<file path="src/rtl/node_burst_fetch.sv">
// Node fetch stage: one fixed-length Avalon-MM burst read per Avalon-ST request,
// beats packed LSB-first into a single node word on an Avalon-ST source.
module node_burst_fetch #(
    parameter int ADDR_W = 26,
    parameter int BEATS  = 6,
    parameter int CNT_W  = 32
) (
    input  logic                clk,
    input  logic                reset,
    input  logic [31:0]         asi_fetch_data,
    input  logic                asi_fetch_channel,
    input  logic                asi_fetch_valid,
    output logic                asi_fetch_ready,
    output logic [ADDR_W-1:0]   avm_node_address,
    output logic                avm_node_read,
    output logic [5:0]          avm_node_burstcount,
    input  logic                avm_node_waitrequest,
    input  logic [15:0]         avm_node_readdata,
    input  logic                avm_node_readdatavalid,
    output logic                avm_node_write,
    output logic [15:0]         avm_node_writedata,
    output logic [16*BEATS-1:0] aso_result_data,
    output logic                aso_result_channel,
    output logic                aso_result_valid,
    input  logic                aso_result_ready,
    output logic [CNT_W-1:0]    fetch_count
);

    localparam int DATA_W = 16 * BEATS;
    localparam int BEAT_W = (BEATS > 1) ? $clog2(BEATS) : 1;

    typedef enum logic [1:0] {IDLE, ISSUE, COLLECT, OUTPUT} state_t;

    state_t              state_q, state_d;
    logic [ADDR_W-1:0]   addr_q, addr_d;
    logic                chan_q, chan_d;
    logic [BEAT_W-1:0]   beat_q, beat_d;
    logic [DATA_W-1:0]   data_q, data_d;
    logic [CNT_W-1:0]    count_q, count_d;
    logic                beat_take;
    logic                last_beat;

    // Reserved request bits and the byte-lane bit are deliberately dropped.
    logic unused_fetch_bits;
    assign unused_fetch_bits = ^{asi_fetch_data[31:ADDR_W], asi_fetch_data[0]};

    // Beats are only meaningful while a burst is in flight; strays elsewhere are dropped.
    assign beat_take = avm_node_readdatavalid
                    && ((state_q == ISSUE) || (state_q == COLLECT))
                    && (beat_q <= BEAT_W'(BEATS - 1));

    always_comb begin
        // NOTE: every variable gets a default first so no path can infer a latch.
        state_d   = state_q;
        addr_d    = addr_q;
        chan_d    = chan_q;
        beat_d    = beat_q;
        data_d    = data_q;
        count_d   = count_q;
        last_beat = 1'b0;

        if (beat_take) begin
            data_d[16*beat_q +: 16] = avm_node_readdata;
            beat_d                  = beat_q + BEAT_W'(1);
            last_beat               = (beat_q == BEAT_W'(BEATS - 1));
        end

        case (state_q)
            IDLE: begin
                if (asi_fetch_valid) begin
                    addr_d  = {asi_fetch_data[ADDR_W-1:1], 1'b0};
                    chan_d  = asi_fetch_channel;
                    beat_d  = '0;
                    state_d = ISSUE;
                end
            end
            ISSUE: begin
                // Early data may land in the acceptance cycle, so the exit honours last_beat.
                if (!avm_node_waitrequest) begin
                    state_d = last_beat ? OUTPUT : COLLECT;
                end
            end
            COLLECT: begin
                if (last_beat) begin
                    state_d = OUTPUT;
                end
            end
            OUTPUT: begin
                if (aso_result_ready) begin
                    count_d = count_q + CNT_W'(1);
                    state_d = IDLE;
                end
            end
            default: state_d = IDLE;
        endcase
    end

    // NOTE: sequential state uses non-blocking assignments so all flops update together.
    always_ff @(posedge clk or negedge reset) begin
        if (!reset) begin
            state_q <= IDLE;
            addr_q  <= '0;
            chan_q  <= 1'b0;
            beat_q  <= '0;
            data_q  <= '0;
            count_q <= '0;
        end else begin
            state_q <= state_d;
            addr_q  <= addr_d;
            chan_q  <= chan_d;
            beat_q  <= beat_d;
            data_q  <= data_d;
            count_q <= count_d;
        end
    end

    assign asi_fetch_ready     = (state_q == IDLE);
    assign avm_node_read       = (state_q == ISSUE);
    assign avm_node_address    = addr_q;
    assign avm_node_burstcount = avm_node_read ? 6'(BEATS) : 6'd0;
    assign avm_node_write      = 1'b0;
    assign avm_node_writedata  = 16'd0;
    assign aso_result_data     = data_q;
    assign aso_result_channel  = chan_q;
    assign aso_result_valid    = (state_q == OUTPUT);
    assign fetch_count         = count_q;

endmodule

</file>
<file path="config.mk">
export PLATFORM = sky130hd
export DESIGN_NAME = node_burst_fetch
export DESIGN_NICKNAME = d
export VERILOG_FILES = /design/src/rtl/node_burst_fetch.sv
export SDC_FILE = /design/constraint.sdc
export NUM_CORES = 1
export LEC_CHECK = 0
export CAP_MARGIN = 20
export CORE_MARGIN = 2
export CORE_UTILIZATION = 51
export CTS_BUF_LIST = sky130_fd_sc_hd__clkbuf_8
export DETAILED_ROUTE_END_ITERATION = 7
export PLACE_DENSITY_LB_ADDON = 0.2
export RECOVER_POWER = 50
export SYNTH_ARGS = -nofsm -noshare
export SYNTH_HDL_FRONTEND = slang
export SYNTH_SLANG_ARGS = --single-unit
</file>
<file path="constraint.sdc">
create_clock -name clk -period 6.5 [get_ports clk]
set_input_delay 1.3 -clock clk [delete_from_list [all_inputs] [get_ports clk]]
set_output_delay 1.3 -clock clk [all_outputs]
set_load 0.02 [all_outputs]
</file>
# Word level (Yosys, flattened, before mapping)
# Index checks and enable logic that the tools add are counted.
# op_classes
n_eq_ne	8
shift	2
n_reduce_logical	7
mux	12
add_sub_neg	3
n_lt_le_gt_ge	1
# op_table
cell	n
bitwise mux 96 bit	1
variable shift 16 x 34 -> 96 bit, first input constant	1
variable part select 16 x 34 -> 96 bit	1
negator 7 -> 34 bit	1
adder 32 x 1 -> 32 bit, second input constant	1
two-way mux 3 bit	4
two-way mux 2 bit	4
one-hot mux 2 bit (4 select lines)	1
!= test 2 bit, second input constant	3
== test 2 bit, second input constant	2
AND reduction 2 bit	2
AND reduction 4 bit	1
adder 3 x 1 -> 3 bit, second input constant	1
== test 3 bit, second input constant	1
<= comparator 3 bit, second input constant	1
== test 2 x 1 -> 1 bit, second input constant	1
logical AND 1 bit	2
zero test 2 bit	1
two-way mux 1 bit	2
!= test 2 x 1 -> 1 bit, second input constant	1
logical OR 1 bit	1
# totals
ff_bits	159
wordCells	39
out_inout_bits	181
in_bits	55

# Longest topological paths before layout
# depth
ltp_word	8
mapped_depth	10
mapped_depth_nobuf	7

# Least setup slack after synthesis
# Ideal clock, no wire load.
# synth_timing
kind	input to register
startpoint	input aso_result_ready
endpoint	register count_q[21] (netlist: fetch_count[21])
path_buffers	1
path_slack_ps	4095
arrival_ps	2275
required_time_ps	6370
path_stages	5
setup_ps	130
path_cell_list	nand2_1 -> nor4_2 -> buf_2 -> nand4_1 -> xnor2_1
# synth_between
elab_chain_cells	1
# synth_lines
item	line	text
from (decl)	25	input logic aso_result_ready,
AND reduction 2 bit (no line)	--	
to (signal assigned)	113	count_q <= count_d;
to (decl)	39	logic [CNT_W-1:0] count_q, count_d;
# Every way passes these cells.
# A chain may end at the register's enable or synchronous reset.

# Worst setup path in the final report
# layout_timing
startpoint	register state_q[0]
endpoint	output asi_fetch_ready
# layout_between
elab_chain_cells	1
# layout_lines
item	line	text
from (decl)	34	state_t state_q, state_d;
from (signal assigned)	108	state_q <= state_d;
zero test 2 bit	117	assign asi_fetch_ready = (state_q == IDLE);
to (decl)	13	output logic asi_fetch_ready,
# Every way passes these cells.

==> results by group <==
Place
  • Port buffer count: 206
  • GP Congestion: 0.817
  • DP Cell Count: 988
  • Post-DP HPWL: 12000 µm
  • Setup WS pre-CTS: 2.95 ns

CTS
  • CTS tree: built
  • Post-CTS sizing: 0
  • Clk slew on worst S/H paths: 0.09 ns
  • Hold Buf Count CTS: 0
  • Clk sinks: 159
  • Total CTS buffers: 17
  • Post-CTS setup buffer count: 0
  • Clock tree root driver cell: clkbuf_8
  • Clk buf depth: 2
  • Clk_lat worst skew: 0.45 ns
  • H-tree Lvls: 4

Logic synthesis
  • Post-synthesis cell area: 6890 µm²
  • Main flop type after synthesis: dfrtp_1
  • Post-synth EDFFs: 0
  • Syn_area_per_cell: 10.9 µm²
  • Synth Instances: 633
  • Sequential area share after synthesis: 57.7%
  • Synth top area share: 57.7%
  • Post-synth top area cell: dfrtp_1
  • Ys async rst share: 100%
  • Number of synthesized register bits: 159
  • Yosys warning count: 0
  • Top post-synthesis cells by area: dfrtp_1 58%, nand2_1 6.8%, o21ai_0 5.9%, mux2_2 5.4%, xnor2_1 3.3%
  • Netlist cell types: 42

Worst setup path
  • Critical path, cell by cell: inv_1, ha_1, clkdlybuf4s50_1
  • Max incr delay on CP: 0.67 ns
  • R2R cell count: 7
  • Critical Path End Type: primary output
  • Setup crit start: state_q[0]$_DFFE_PN0P_
  • Startpoint Class: register
  • Crit path depth: 3
  • CP arrival: 1.95 ns
  • Critical path type: reg2out
  • Reg-to-Reg Start: beat_q[0]$_DFF_PN0_
  • Crit Path Max Fanout: 7
  • Worst Path Buf+Inv: 2
  • Crit path required time: 5.20 ns
  • CP max stage cell: clkdlybuf4s50_1
  • CP delay by family, top: buffers and inverters

Final layout
  • Ant. Diodes: 0
  • Layout Cells excl Fill: 1024
  • Area growth, synth to finish: 36.3%
  • Share of cells above drive strength 1: 10.3%
  • Layout Nets: 901

Die
  • Cell row count: 42
  • Initial Util: 52.1%
  • I/O pins: 236
  • Core ar.: 13200 µm²
  • Die extent in x: 120 µm
  • DIE AREA: 14500 µm²
  • Die height: 120 µm

Route
  • Post-Route WL: 16700 µm
  • Drt wl/cell: 16.3 µm
  • Remaining antenna violation count after routing: 0
  • Residual DRC: 0
  • DRT iter0 DRCs: 339
  • Pre-Repair DR Iteration Count: 6
  • Via Count: 5356
  • Vias/cell: 5.23

Hold path
  • Hold Crit Start: fetch_count[31]$_DFFE_PN0P_
  • Hold Path Stages: 1
  • Worst hold path class: reg2reg

Pwr
  • Tot Pwr: 3.87 mW
  • Worst vdd ir: 260 µV
  • PD cells: 412 nW/µm²
  • Pleak: 4.03 nW

Global routing
  • First-pass GRT wire length: 26800 µm
  • Global route total overflow: 0
  • Largest net degree at the start of global routing: 82
  • Gr usage total: 23.6%
  • Vias in the first global route: 5254
  • Initial antenna violation count: 0

Run status
  • Run status: finished, final reports clean

Timing
  • Relative slew margins: 27.4%
  • Slew @ Worst Pin: 1.09 ns
  • Minimum clock period: 3.25 ns
  • RSZ-0062 raised after global routing: no
  • Setup TNS: 0 ns
  • Final worst slack: 3.25 ns
  • Max Transition Viols Final: 0
  • Setup-failing EPs final: 0
  • FMAX: 308 MHz
  • Hold Vio Cnt, Final: 0
  • Hold_ws: 0.477 ns
  • Period utilization: 49.9%
  • Fin Clk Skew: 0.00834 ns

Job
  • Max cap viols: 0
==> synth_stat cells (all sizes together), types with 2 or more instances <==
library cell  instances
inv                  25
a21oi                 5
a2111o                2
and2                  5
ha                   11
nor3                  9
dfrtp               159
o31ai                 2
nor4                  4
nor2                  8
buf                  44
nand2               124
o2111ai               2
and3                  3
xnor2                26
mux2                 43
xor2                  6
nand3                35
nor2b                 3
o21ai                82
clkbuf               10
nand4                15
==> cells in the final DEF, fill, tap and decap left out, types with 6 or more instances in the layout <==
cell type,n
clkdlybuf4s50_1,194
mux2_2,33
ha_1,11
nor2_1,7
nand3_1,35
nor3_1,9
nand2_1,124
xnor2_1,26
o21ai_0,81
mux2_4,10
dfrtp_1,159
conb_1,22
clkbuf_1,6
xor2_1,6
nand4_1,14
dlygate4sd3_1,11
inv_1,26
clkbuf_8,20
==> area by class of cell <==
cell class              count  area (µm²)
flip-flops and latches    159        3980
fillers                  1002        3850
multi-input cells         416        2540
repair buffers            216        2130
clock buffers              20         275
well taps                 176         220
clock inverters            12         158
inverters                  25        93.8
==> state kept, by name, indices dropped and copies added (netlist names) <==
register	count
aso_result_data	96
fetch_count	32
avm_node_address	25
beat_q	3
state_q	2
aso_result_channel	1
==> per-stage QoR <==
stage               cell area [µm²]  util [%]
floorplan                      6970         -
global placement               8950      67.6
detailed placement             8990      67.9
CTS                            9420      71.2
global route                   9400      70.9
finish                         9400      70.9
==> per-layer routing <==
layer  routed length, µm  up-vias  global-route usage [%]
met5                   0        -                       0
met2                8420      210                    38.6
met3                1100       28                    6.46
met1                6870     2631                    30.8
li1                    -     2487                       -
met4                 323        0                    7.85
==> power by group <==
group	internal, mW	total (mW)	switching (mW)
sequential	1.26	1.44	0.184
combinational	0.763	1.65	0.884
clock	0.413	0.782	0.369
total	2.43	3.87	1.44
==> final timing paths <==
kind,to,slack [ns]
max in group asynchronous,aso_result_data[23]$_DFFE_PN0P_,4.37
worst max register to register,aso_result_data[89]$_DFFE_PN0P_,3.46
worst min-delay path,fetch_count[31]$_DFFE_PN0P_,0.48
worst min register to register,fetch_count[31]$_DFFE_PN0P_,0.48
worst max-delay path,asi_fetch_ready,3.25
min in group asynchronous,avm_node_address[17]$_DFFE_PN0P_,0.87
==> logic make-up after synthesis <==
| logic type | after synthesis | synth area share [%] |
|---|---|---|
| mux | 44 | 7.71 |
| flops | 159 | 57.7 |
| xor+xnor | 32 | 4.07 |
| buf+inv | 79 | 6.46 |
| fa+ha+maj | 11 | 2.00 |
| other cells | 1 | 0.0544 |
| compound gates | 97 | 7.77 |
| simple gates | 210 | 14.2 |
Note: power is estimated with default switching activity, not from simulation.
